[src/rtl/iomem_initiator_if.sv]
// Command/response stream and PicoSoC iomem bus signals of the iomem initiator.
// The master modport is the initiator's view; slave is the view of whatever drives it.
interface iomem_initiator_if;
    logic        cmd_valid;
    logic        cmd_ready;
    logic        cmd_write;
    logic [31:0] cmd_addr;
    logic [31:0] cmd_wdata;
    logic [3:0]  cmd_wstrb;

    logic        rsp_valid;
    logic        rsp_ready;
    logic [31:0] rsp_rdata;
    logic        rsp_timeout;

    logic        iomem_valid;
    logic        iomem_ready;
    logic [3:0]  iomem_wstrb;
    logic [31:0] iomem_addr;
    logic [31:0] iomem_wdata;
    logic [31:0] iomem_rdata;

    modport master (
        input  cmd_valid, cmd_write, cmd_addr, cmd_wdata, cmd_wstrb,
        output cmd_ready,
        output rsp_valid, rsp_rdata, rsp_timeout,
        input  rsp_ready,
        output iomem_valid, iomem_wstrb, iomem_addr, iomem_wdata,
        input  iomem_ready, iomem_rdata
    );

    modport slave (
        output cmd_valid, cmd_write, cmd_addr, cmd_wdata, cmd_wstrb,
        input  cmd_ready,
        input  rsp_valid, rsp_rdata, rsp_timeout,
        output rsp_ready,
        input  iomem_valid, iomem_wstrb, iomem_addr, iomem_wdata,
        output iomem_ready, iomem_rdata
    );
endinterface

[src/rtl/iomem_initiator.sv]
// Turns one command into one iomem bus transaction and returns read data or a
// timeout indication; a single transaction is outstanding at a time.
module iomem_initiator #(
    parameter int TIMEOUT_CYCLES = 255
) (
    input  logic                clk,
    input  logic                resetn,
    iomem_initiator_if.master   bus,
    output logic                busy,
    output logic [7:0]          err_count
);

    localparam int TimerWidth = (TIMEOUT_CYCLES < 1) ? 1 : $clog2(TIMEOUT_CYCLES + 1);
    localparam logic [TimerWidth-1:0] TimerLast = TimerWidth'(TIMEOUT_CYCLES - 1);

    typedef enum logic [1:0] {
        IDLE,
        REQ,
        RESP
    } state_t;

    state_t                  state_q;
    logic [TimerWidth-1:0]   timer_q;
    logic                    cmdReady_q;
    logic                    iomemValid_q;
    logic [3:0]              iomemWstrb_q;
    logic [31:0]             iomemAddr_q;
    logic [31:0]             iomemWdata_q;
    logic                    rspValid_q;
    logic [31:0]             rspRdata_q;
    logic                    rspTimeout_q;
    logic                    busy_q;
    logic [7:0]              errCount_q;
    logic                    timeoutHit;

    // A zero TIMEOUT_CYCLES leaves the request pending until the responder answers.
    assign timeoutHit = (TIMEOUT_CYCLES != 0) && (timer_q == TimerLast);

    always_ff @(posedge clk or negedge resetn) begin
        if (!resetn) begin
            state_q      <= IDLE;
            timer_q      <= '0;
            cmdReady_q   <= 1'b1;
            iomemValid_q <= 1'b0;
            iomemWstrb_q <= 4'h0;
            iomemAddr_q  <= 32'h0;
            iomemWdata_q <= 32'h0;
            rspValid_q   <= 1'b0;
            rspRdata_q   <= 32'h0;
            rspTimeout_q <= 1'b0;
            busy_q       <= 1'b0;
            errCount_q   <= 8'h0;
        end else begin
            case (state_q)
                IDLE: begin
                    if (bus.cmd_valid && cmdReady_q) begin
                        iomemAddr_q  <= bus.cmd_addr;
                        iomemWdata_q <= bus.cmd_wdata;
                        iomemWstrb_q <= bus.cmd_write ? bus.cmd_wstrb : 4'h0;
                        timer_q      <= '0;
                        iomemValid_q <= 1'b1;
                        cmdReady_q   <= 1'b0;
                        busy_q       <= 1'b1;
                        state_q      <= REQ;
                    end
                end
                REQ: begin
                    // Ready in the last counted cycle still completes successfully.
                    if (bus.iomem_ready) begin
                        rspRdata_q   <= bus.iomem_rdata;
                        rspTimeout_q <= 1'b0;
                        iomemValid_q <= 1'b0;
                        rspValid_q   <= 1'b1;
                        state_q      <= RESP;
                    end else if (timeoutHit) begin
                        rspRdata_q   <= 32'h0;
                        rspTimeout_q <= 1'b1;
                        iomemValid_q <= 1'b0;
                        rspValid_q   <= 1'b1;
                        if (errCount_q != 8'hFF) begin
                            errCount_q <= errCount_q + 8'd1;
                        end
                        state_q      <= RESP;
                    end else begin
                        timer_q <= timer_q + 1'b1;
                    end
                end
                RESP: begin
                    if (bus.rsp_ready) begin
                        rspValid_q <= 1'b0;
                        cmdReady_q <= 1'b1;
                        busy_q     <= 1'b0;
                        state_q    <= IDLE;
                    end
                end
                default: begin
                    state_q <= IDLE;
                end
            endcase
        end
    end

    assign bus.cmd_ready   = cmdReady_q;
    assign bus.iomem_valid = iomemValid_q;
    assign bus.iomem_wstrb = iomemWstrb_q;
    assign bus.iomem_addr  = iomemAddr_q;
    assign bus.iomem_wdata = iomemWdata_q;
    assign bus.rsp_valid   = rspValid_q;
    assign bus.rsp_rdata   = rspRdata_q;
    assign bus.rsp_timeout = rspTimeout_q;
    assign busy            = busy_q;
    assign err_count       = errCount_q;

endmodule

[src/flat_wrapper.sv]
// flat-port wrapper written by rule: the top's interface ports become plain ports
module iomem_initiator_flat 
#(
    parameter int TIMEOUT_CYCLES = 255
)
  (clk, resetn, busy, err_count, bus_cmd_valid, bus_cmd_write, bus_cmd_addr, bus_cmd_wdata, bus_cmd_wstrb, bus_cmd_ready, bus_rsp_valid, bus_rsp_rdata, bus_rsp_timeout, bus_rsp_ready, bus_iomem_valid, bus_iomem_wstrb, bus_iomem_addr, bus_iomem_wdata, bus_iomem_ready, bus_iomem_rdata);
  iomem_initiator_if bus_i ();
  input  logic clk;
  input  logic resetn;
  output logic busy;
  output logic [7:0] err_count;
  input wire logic [$bits(bus_i.cmd_valid)-1:0] bus_cmd_valid;
  input wire logic [$bits(bus_i.cmd_write)-1:0] bus_cmd_write;
  input wire logic [$bits(bus_i.cmd_addr)-1:0] bus_cmd_addr;
  input wire logic [$bits(bus_i.cmd_wdata)-1:0] bus_cmd_wdata;
  input wire logic [$bits(bus_i.cmd_wstrb)-1:0] bus_cmd_wstrb;
  output wire logic [$bits(bus_i.cmd_ready)-1:0] bus_cmd_ready;
  output wire logic [$bits(bus_i.rsp_valid)-1:0] bus_rsp_valid;
  output wire logic [$bits(bus_i.rsp_rdata)-1:0] bus_rsp_rdata;
  output wire logic [$bits(bus_i.rsp_timeout)-1:0] bus_rsp_timeout;
  input wire logic [$bits(bus_i.rsp_ready)-1:0] bus_rsp_ready;
  output wire logic [$bits(bus_i.iomem_valid)-1:0] bus_iomem_valid;
  output wire logic [$bits(bus_i.iomem_wstrb)-1:0] bus_iomem_wstrb;
  output wire logic [$bits(bus_i.iomem_addr)-1:0] bus_iomem_addr;
  output wire logic [$bits(bus_i.iomem_wdata)-1:0] bus_iomem_wdata;
  input wire logic [$bits(bus_i.iomem_ready)-1:0] bus_iomem_ready;
  input wire logic [$bits(bus_i.iomem_rdata)-1:0] bus_iomem_rdata;
  assign bus_i.cmd_valid = bus_cmd_valid;
  assign bus_i.cmd_write = bus_cmd_write;
  assign bus_i.cmd_addr = bus_cmd_addr;
  assign bus_i.cmd_wdata = bus_cmd_wdata;
  assign bus_i.cmd_wstrb = bus_cmd_wstrb;
  assign bus_cmd_ready = bus_i.cmd_ready;
  assign bus_rsp_valid = bus_i.rsp_valid;
  assign bus_rsp_rdata = bus_i.rsp_rdata;
  assign bus_rsp_timeout = bus_i.rsp_timeout;
  assign bus_i.rsp_ready = bus_rsp_ready;
  assign bus_iomem_valid = bus_i.iomem_valid;
  assign bus_iomem_wstrb = bus_i.iomem_wstrb;
  assign bus_iomem_addr = bus_i.iomem_addr;
  assign bus_iomem_wdata = bus_i.iomem_wdata;
  assign bus_i.iomem_ready = bus_iomem_ready;
  assign bus_i.iomem_rdata = bus_iomem_rdata;
  iomem_initiator #(.TIMEOUT_CYCLES(TIMEOUT_CYCLES)) u_core (.clk(clk), .resetn(resetn), .bus(bus_i), .busy(busy), .err_count(err_count));
endmodule
[config.mk]
export PLATFORM = sky130hd
export DESIGN_NAME = iomem_initiator_flat
export DESIGN_NICKNAME = d
export VERILOG_FILES = /design/src/rtl/iomem_initiator_if.sv /design/src/rtl/iomem_initiator.sv /design/src/flat_wrapper.sv
export SDC_FILE = /design/constraint.sdc
export NUM_CORES = 1
export LEC_CHECK = 0
export CORE_MARGIN = 10
export CORE_UTILIZATION = 25
export DETAILED_ROUTE_END_ITERATION = 6
export GPL_ROUTABILITY_DRIVEN = 0
export PLACE_DENSITY = 0.61
export SLEW_MARGIN = 5
export SYNTH_ARGS = -nofsm -noshare
export SYNTH_HDL_FRONTEND = slang
export SYNTH_SLANG_ARGS = --single-unit
[constraint.sdc]
create_clock -name clk -period 1.9 [get_ports clk]
set_input_delay 0.19 -clock clk [delete_from_list [all_inputs] [get_ports clk]]
set_output_delay 0.19 -clock clk [all_outputs]
set_load 0.005 [all_outputs]
# ---- After elaboration in Yosys (flattened, before gate mapping)
# Index checks and enable logic that the tools add are counted.
dict set report classes {
  n_addsub 2
  eq_ne 9
  mux 25
  n_bitwise 1
  reduce_logical 14
}
# cell n
set ops {}
lappend ops {{32-bit two-way mux} 2}
lappend ops {{8-bit two-way mux} 3}
lappend ops {{8-bit by 1-bit adder with 8-bit output (second input constant)} 2}
lappend ops {{8-bit one-hot mux with 2 select lines} 1}
lappend ops {{3-bit AND reduction} 4}
lappend ops {{1-bit two-way mux} 9}
lappend ops {{8-bit equality test (second input constant)} 1}
lappend ops {{2-bit two-way mux} 4}
lappend ops {{8-bit != test (second input constant)} 1}
lappend ops {{1-bit one-hot mux with 2 select lines} 4}
lappend ops {{4-bit AND reduction} 2}
lappend ops {{2-bit nonzero test} 4}
lappend ops {{2-bit != test (second input constant)} 3}
lappend ops {{2-bit one-hot mux with 3 select lines} 1}
lappend ops {{4-bit two-way mux} 1}
lappend ops {{2-bit AND reduction} 2}
lappend ops {{3-bit by 2-bit != test with 1-bit output (second input constant)} 1}
lappend ops {{2-bit by 1-bit equality test with 1-bit output (second input constant)} 1}
lappend ops {{2-bit equality test (second input constant)} 1}
lappend ops {{2-bit logical NOT} 1}
lappend ops {{2-bit by 1-bit != test with 1-bit output (second input constant)} 1}
lappend ops {{1-bit logical AND} 1}
lappend ops {{1-bit inverter} 1}
dict set report totals {
  reg_bits 123
  inputBits 106
  output_inout_bits 113
  elab_cells 63
}

# ---- Depth between registers and ports, before layout
dict set report depth {
  ltp_word 4
  mapped_depth 7
  depth_no_buf 7
}

# ---- Least setup slack after synthesis
# OpenSTA, ideal clock, no wires.
dict set report synth_timing {
  kind {flip-flop to flip-flop}
  start {register u_core.timer_q[0]}
  end {register u_core.errCount_q[7], in the netlist u_core.err_count[7]}
  setup_ns 0.128
  arrival_time_ns 1.524
  t_required_ns 1.772
  slack_ns 0.249
  path_stages_with_launch 7
  n_path_buf 0
  period_less_slack_ns 1.651
  path_cell_list {dfrtp_1 -> inv_1 -> ha_1 -> and3_1 -> nand3_4 -> nor3_1 -> mux2_1}
}
dict set report synth_between {
  elab_chain_len 2
}
# element line
set synth_rtl {}
lappend synth_rtl {{from (decl)} iomem_initiator.sv:23} ;# logic [TimerWidth-1:0] timer_q;
lappend synth_rtl {{from (signal assigned)} iomem_initiator.sv:85} ;# timer_q <= timer_q + 1'b1;
lappend synth_rtl {{8-bit equality test} iomem_initiator.sv:37} ;# assign timeoutHit = (TIMEOUT_CYCLES != 0) && (timer_q == TimerLast);
lappend synth_rtl {{4-bit AND reduction (no line)} n/a}
lappend synth_rtl {{to (signal assigned)} iomem_initiator.sv:81} ;# errCount_q <= errCount_q + 8'd1;
lappend synth_rtl {{to (decl)} iomem_initiator.sv:33} ;# logic [7:0] errCount_q;
# Every way passes these cells.
# A chain may end at the register's enable or synchronous reset.

# ---- Worst setup path after layout
# Same ends and word-level chain as after synthesis.

==> flow_summary_export.csv <==
group,metric,value,unit
synth,synthFlopType,"dfrtp_1",
pwr,p_int,0.00854,W
timing,period_needed,1720,ps
cts,h-tree-depth,4,
setup_path,r2r.worst_path.cells,6,
routing,drcViolationCount,0,
setup_path,path_delay_family,"simple AND/OR/NAND/NOR gates",
synth,yosys_warnings,0,
setup_path,worstPathRequired,2190,ps
final_layout,fin_nets,813,
synth,seq_area_frac_synth,63.0,%
min_path,hold_path.class,"in2reg",
setup_path,critPathBufInv,1,
floorplanning,initial_utilization,25.3,%
setup_path,cp.arrival,2010,ps
timing,fmax,582,MHz
timing,slew_headroom,68.5,%
pwr,switching_share,26.6,%
synth,synth_area_leader_cell,"dfrtp_1",
final_layout,synthToLayoutAreaGrowth,67.3,%
final_layout,drive_gt1_share,9.48,%
setup_path,crit_cells,6,
setup_path,crit_fanout,5,
synth,yosys.area.top_type_share,62.5,%
placed_design,pre_cts_ws,119,ps
timing,setup_viol,0,
cts,clk_latency,420,ps
routing,avgViaCountPerCell,4.20,
floorplanning,row_count,51,
cts,cts_made_buffers,17,
routing,dr.pass1.iters,4,
setup_path,r2r-start,"u_core.timer_q[0]$_DFFE_PN0P_",
floorplanning,fp.dieH,160,µm
grt,track_usage,12.4,%
cts,cts.sinks,123,
synth,avgSynthCellArea,10.3,µm²
pwr,p_leak,3.81,nW
timing,tightest_slew,473,ps
setup_path,slowest_stage,"dfrtp_1",
grt,grt_max_degree,73,
floorplanning,core_area,0.0193,mm²
timing,timing.hold.ws,294,ps
timing,fin_crit_sh,90.4,%
setup_path,critical_path.max_stage_delay,410,ps
setup_path,critical_path.cell_chain,"inv_1 > ha_1 > and3_1 > nand3_4 > nor3_1 > mux2_1",
pwr,combPwrFrac,32.0,%
cts,cts_setup_buffers,0,
timing,clock_skew,17.6,ps
pwr,vdd_drop_max,0.611,mV
cts,clock-root-buffer,"clkbuf_16",
synth,synthTopCellsByCount,"nand2_1 (213), dfrtp_1 (122), a22o_1 (32)",
synth,synthCells,472,
placed_design,dp_hpwl,11.3,mm
routing,routedWlPerCell,15.9,µm
synth,synth_most_common_cell,"nand2_1",
setup_path,r2r-end,"u_core.err_count[7]$_DFFE_PN0P_",
timing,slew_violations,0,
setup_path,end_kind,"flip-flop",
run_status,outcome,"finished clean",
grt,grt_pass1_wl,25.5,mm
routing,drt_wl_total,15.6,mm
pwr,pwr-share-seq,36.7,%
synth,synth_fp_nets,581,
synth,netlist_area,0.00488,mm²
synth,synth_seq_cells,123,
routing,drtIter0Drc,161,
cts,path_clk_slew,60,ps
floorplanning,die-area,0.0255,mm²
floorplanning,fp.dieW,160,µm
grt,antenna_found_initial,1,
setup_path,critical_path_class,"reg2reg",
routing,ant_nets,0,
timing,fin_ws,182,ps
synth,async_flop_share,100,%
grt,grt_overflow,0,
timing,fin_setup_tns,0,ps
synth,synth_enable_flop_cells,0,
setup_path,worstSetupStartpointType,"flip-flop",
synth,ys_top_cells_by_area,"dfrtp_1 (63%), nand2_1 (16%), a22o_1 (5.7%)",
flow_run,drv_cap,0,
pwr,power.switching,0.00309,W
pwr,power_frac_clock,31.3,%
timing,hold_viol_final,0,
grt,grt_pass1_vias,4342,
pwr,power.density,1420,mW/mm²
setup_path,crit_start,"u_core.timer_q[0]$_DFFE_PN0P_",
cts,cts_buffer_depth,2,
cts,cts_tree,"built",
setup_path,r2r_slack,180,ps
floorplanning,ios,219,
final_layout,diodes,0,
routing,num_vias,4123,
placed_design,port_buffers,218,
timing,rsz0062_at_grt,"no",
synth,ys_types,43,
setup_path,cp-endpoint,"u_core.err_count[7]$_DFFE_PN0P_",
-- sequential cells by signal, indices dropped and copies added, names as in the netlist --
name,cells
u_core.bus.iomem_addr,32
u_core.busy,1
u_core.err_count,8
u_core.timer_q,8
u_core.bus.iomem_valid,1
u_core.bus.iomem_wdata,32
u_core.bus.iomem_wstrb,4
u_core.bus.rsp_timeout,1
u_core.state_q,2
u_core.bus.rsp_valid,1
u_core.bus.rsp_rdata,32
u_core.bus.cmd_ready,1
-- through the flow --
stage	instance area, µm²	utilization [%]	power [W]	std cells
6_report	8170	42.3	0.0116	982
5_1_grt	8170	42.3	0.0124	982
4_1_cts	8170	42.3	0.0118	982
3_5_place_dp	7490	38.8	0.00809	949
3_3_place_gp	7490	38.8	0.00805	949
2_1_floorplan	4880	-	0.00525	472
-- tightest hold or removal path: stages --
cell and delay (ps):
clkdlybuf4s50_1 400, nand2_1 50, nand2_1 40
-- cell usage in the layout, fill, tap and decap left out, types with 2 or more instances in the layout --
| cell | instances |
|---|---|
| clkdlybuf4s50_1 | 217 |
| nand2_1 | 213 |
| dfrtp_1 | 122 |
| a22o_1 | 32 |
| clkbuf_16 | 17 |
| nand3_1 | 13 |
| buf_4 | 12 |
| buf_12 | 7 |
| a21oi_1 | 5 |
| xor2_1 | 5 |
| bufinv_16 | 5 |
| clkinv_4 | 5 |
| o21ai_0 | 4 |
| nor3_1 | 4 |
| nor2_1 | 3 |
| and3_1 | 3 |
| nor2_2 | 3 |
| a21o_1 | 3 |
| mux2_1 | 3 |
| ha_1 | 3 |
| clkinvlp_4 | 3 |
| inv_1 | 2 |
| nand4_1 | 2 |
| o21ai_2 | 2 |
| or3_1 | 2 |
| o21ai_1 | 2 |
| mux2i_1 | 2 |
| a31oi_1 | 2 |
| clkbuf_8 | 2 |
-- cell families (layout without fill, tap and decap cells) --
group | count (synthesis) | count (layout) | share of synthesized area [%]
and+or+nand+nor | 256 | 256 | 22.7
muxes | 5 | 5 | 1.10
adders and majority gates | 3 | 3 | 0.769
xor gates and xnor gates | 5 | 5 | 0.896
DFF | 123 | 123 | 63.0
AOI/OAI and AO/OA | 53 | 53 | 8.61
buffers and inverters | 27 | 272 | 2.89
-- power by group through the flow --
| stage | combinational (W) | clock, W | sequential [W] |
|---|---|---|---|
| finish | 0.00372 | 0.00365 | 0.00427 |
| global route | 0.00409 | 0.00386 | 0.00441 |
| CTS | 0.00382 | 0.00374 | 0.00427 |
| detailed placement | 0.00381 | 0 | 0.00428 |
| global placement | 0.00379 | 0 | 0.00427 |
| floorplan | 0.000900 | 0 | 0.00435 |
-- per-layer routing --
metal / GRT usage (%) / wire, µm
met1: 15.4 / 7040
met3: 6.99 / 1730
met2: 18.2 / 6730
met4: 3.26 / 108
met5: 0 / 13
-- area by class of cell --
class                      count  area, µm²
multi-input combinational    322       1670
tap                          265        332
clock buffer                  19        453
timing repair buffer         237       2410
sequential                   123       3080
clock inverter                13        216
fill                        1895      11200
inverter                       3       11.3
-- what timing repair did --
| action | in CTS | in global routing |
|---|---|---|
| hold buffers | 1 | 0 |
| hold endpoints to repair | 30 | 0 |
| gates resized for setup | 0 | 0 |
-- how the worst min path moves through the flow --
| stage | start | to | slack (ps) | cells past startpoint |
|---|---|---|---|---|
| floorplan | resetn | u_core.bus.iomem_addr[0]$_DFFE_PN0P_ | -110 | 0 |
| global placement | resetn | u_core.err_count[6]$_DFFE_PN0P_ | 190 | 1 |
| detailed placement | resetn | u_core.err_count[4]$_DFFE_PN0P_ | 180 | 1 |
| CTS | bus_cmd_addr[5] | u_core.bus.iomem_addr[5]$_DFFE_PN0P_ | 280 | 3 |
| global route | bus_cmd_addr[17] | u_core.bus.iomem_addr[17]$_DFFE_PN0P_ | 280 | 3 |
| finish | bus_cmd_addr[6] | u_core.bus.iomem_addr[6]$_DFFE_PN0P_ | 290 | 3 |
Power figures use the tool's default switching activity.
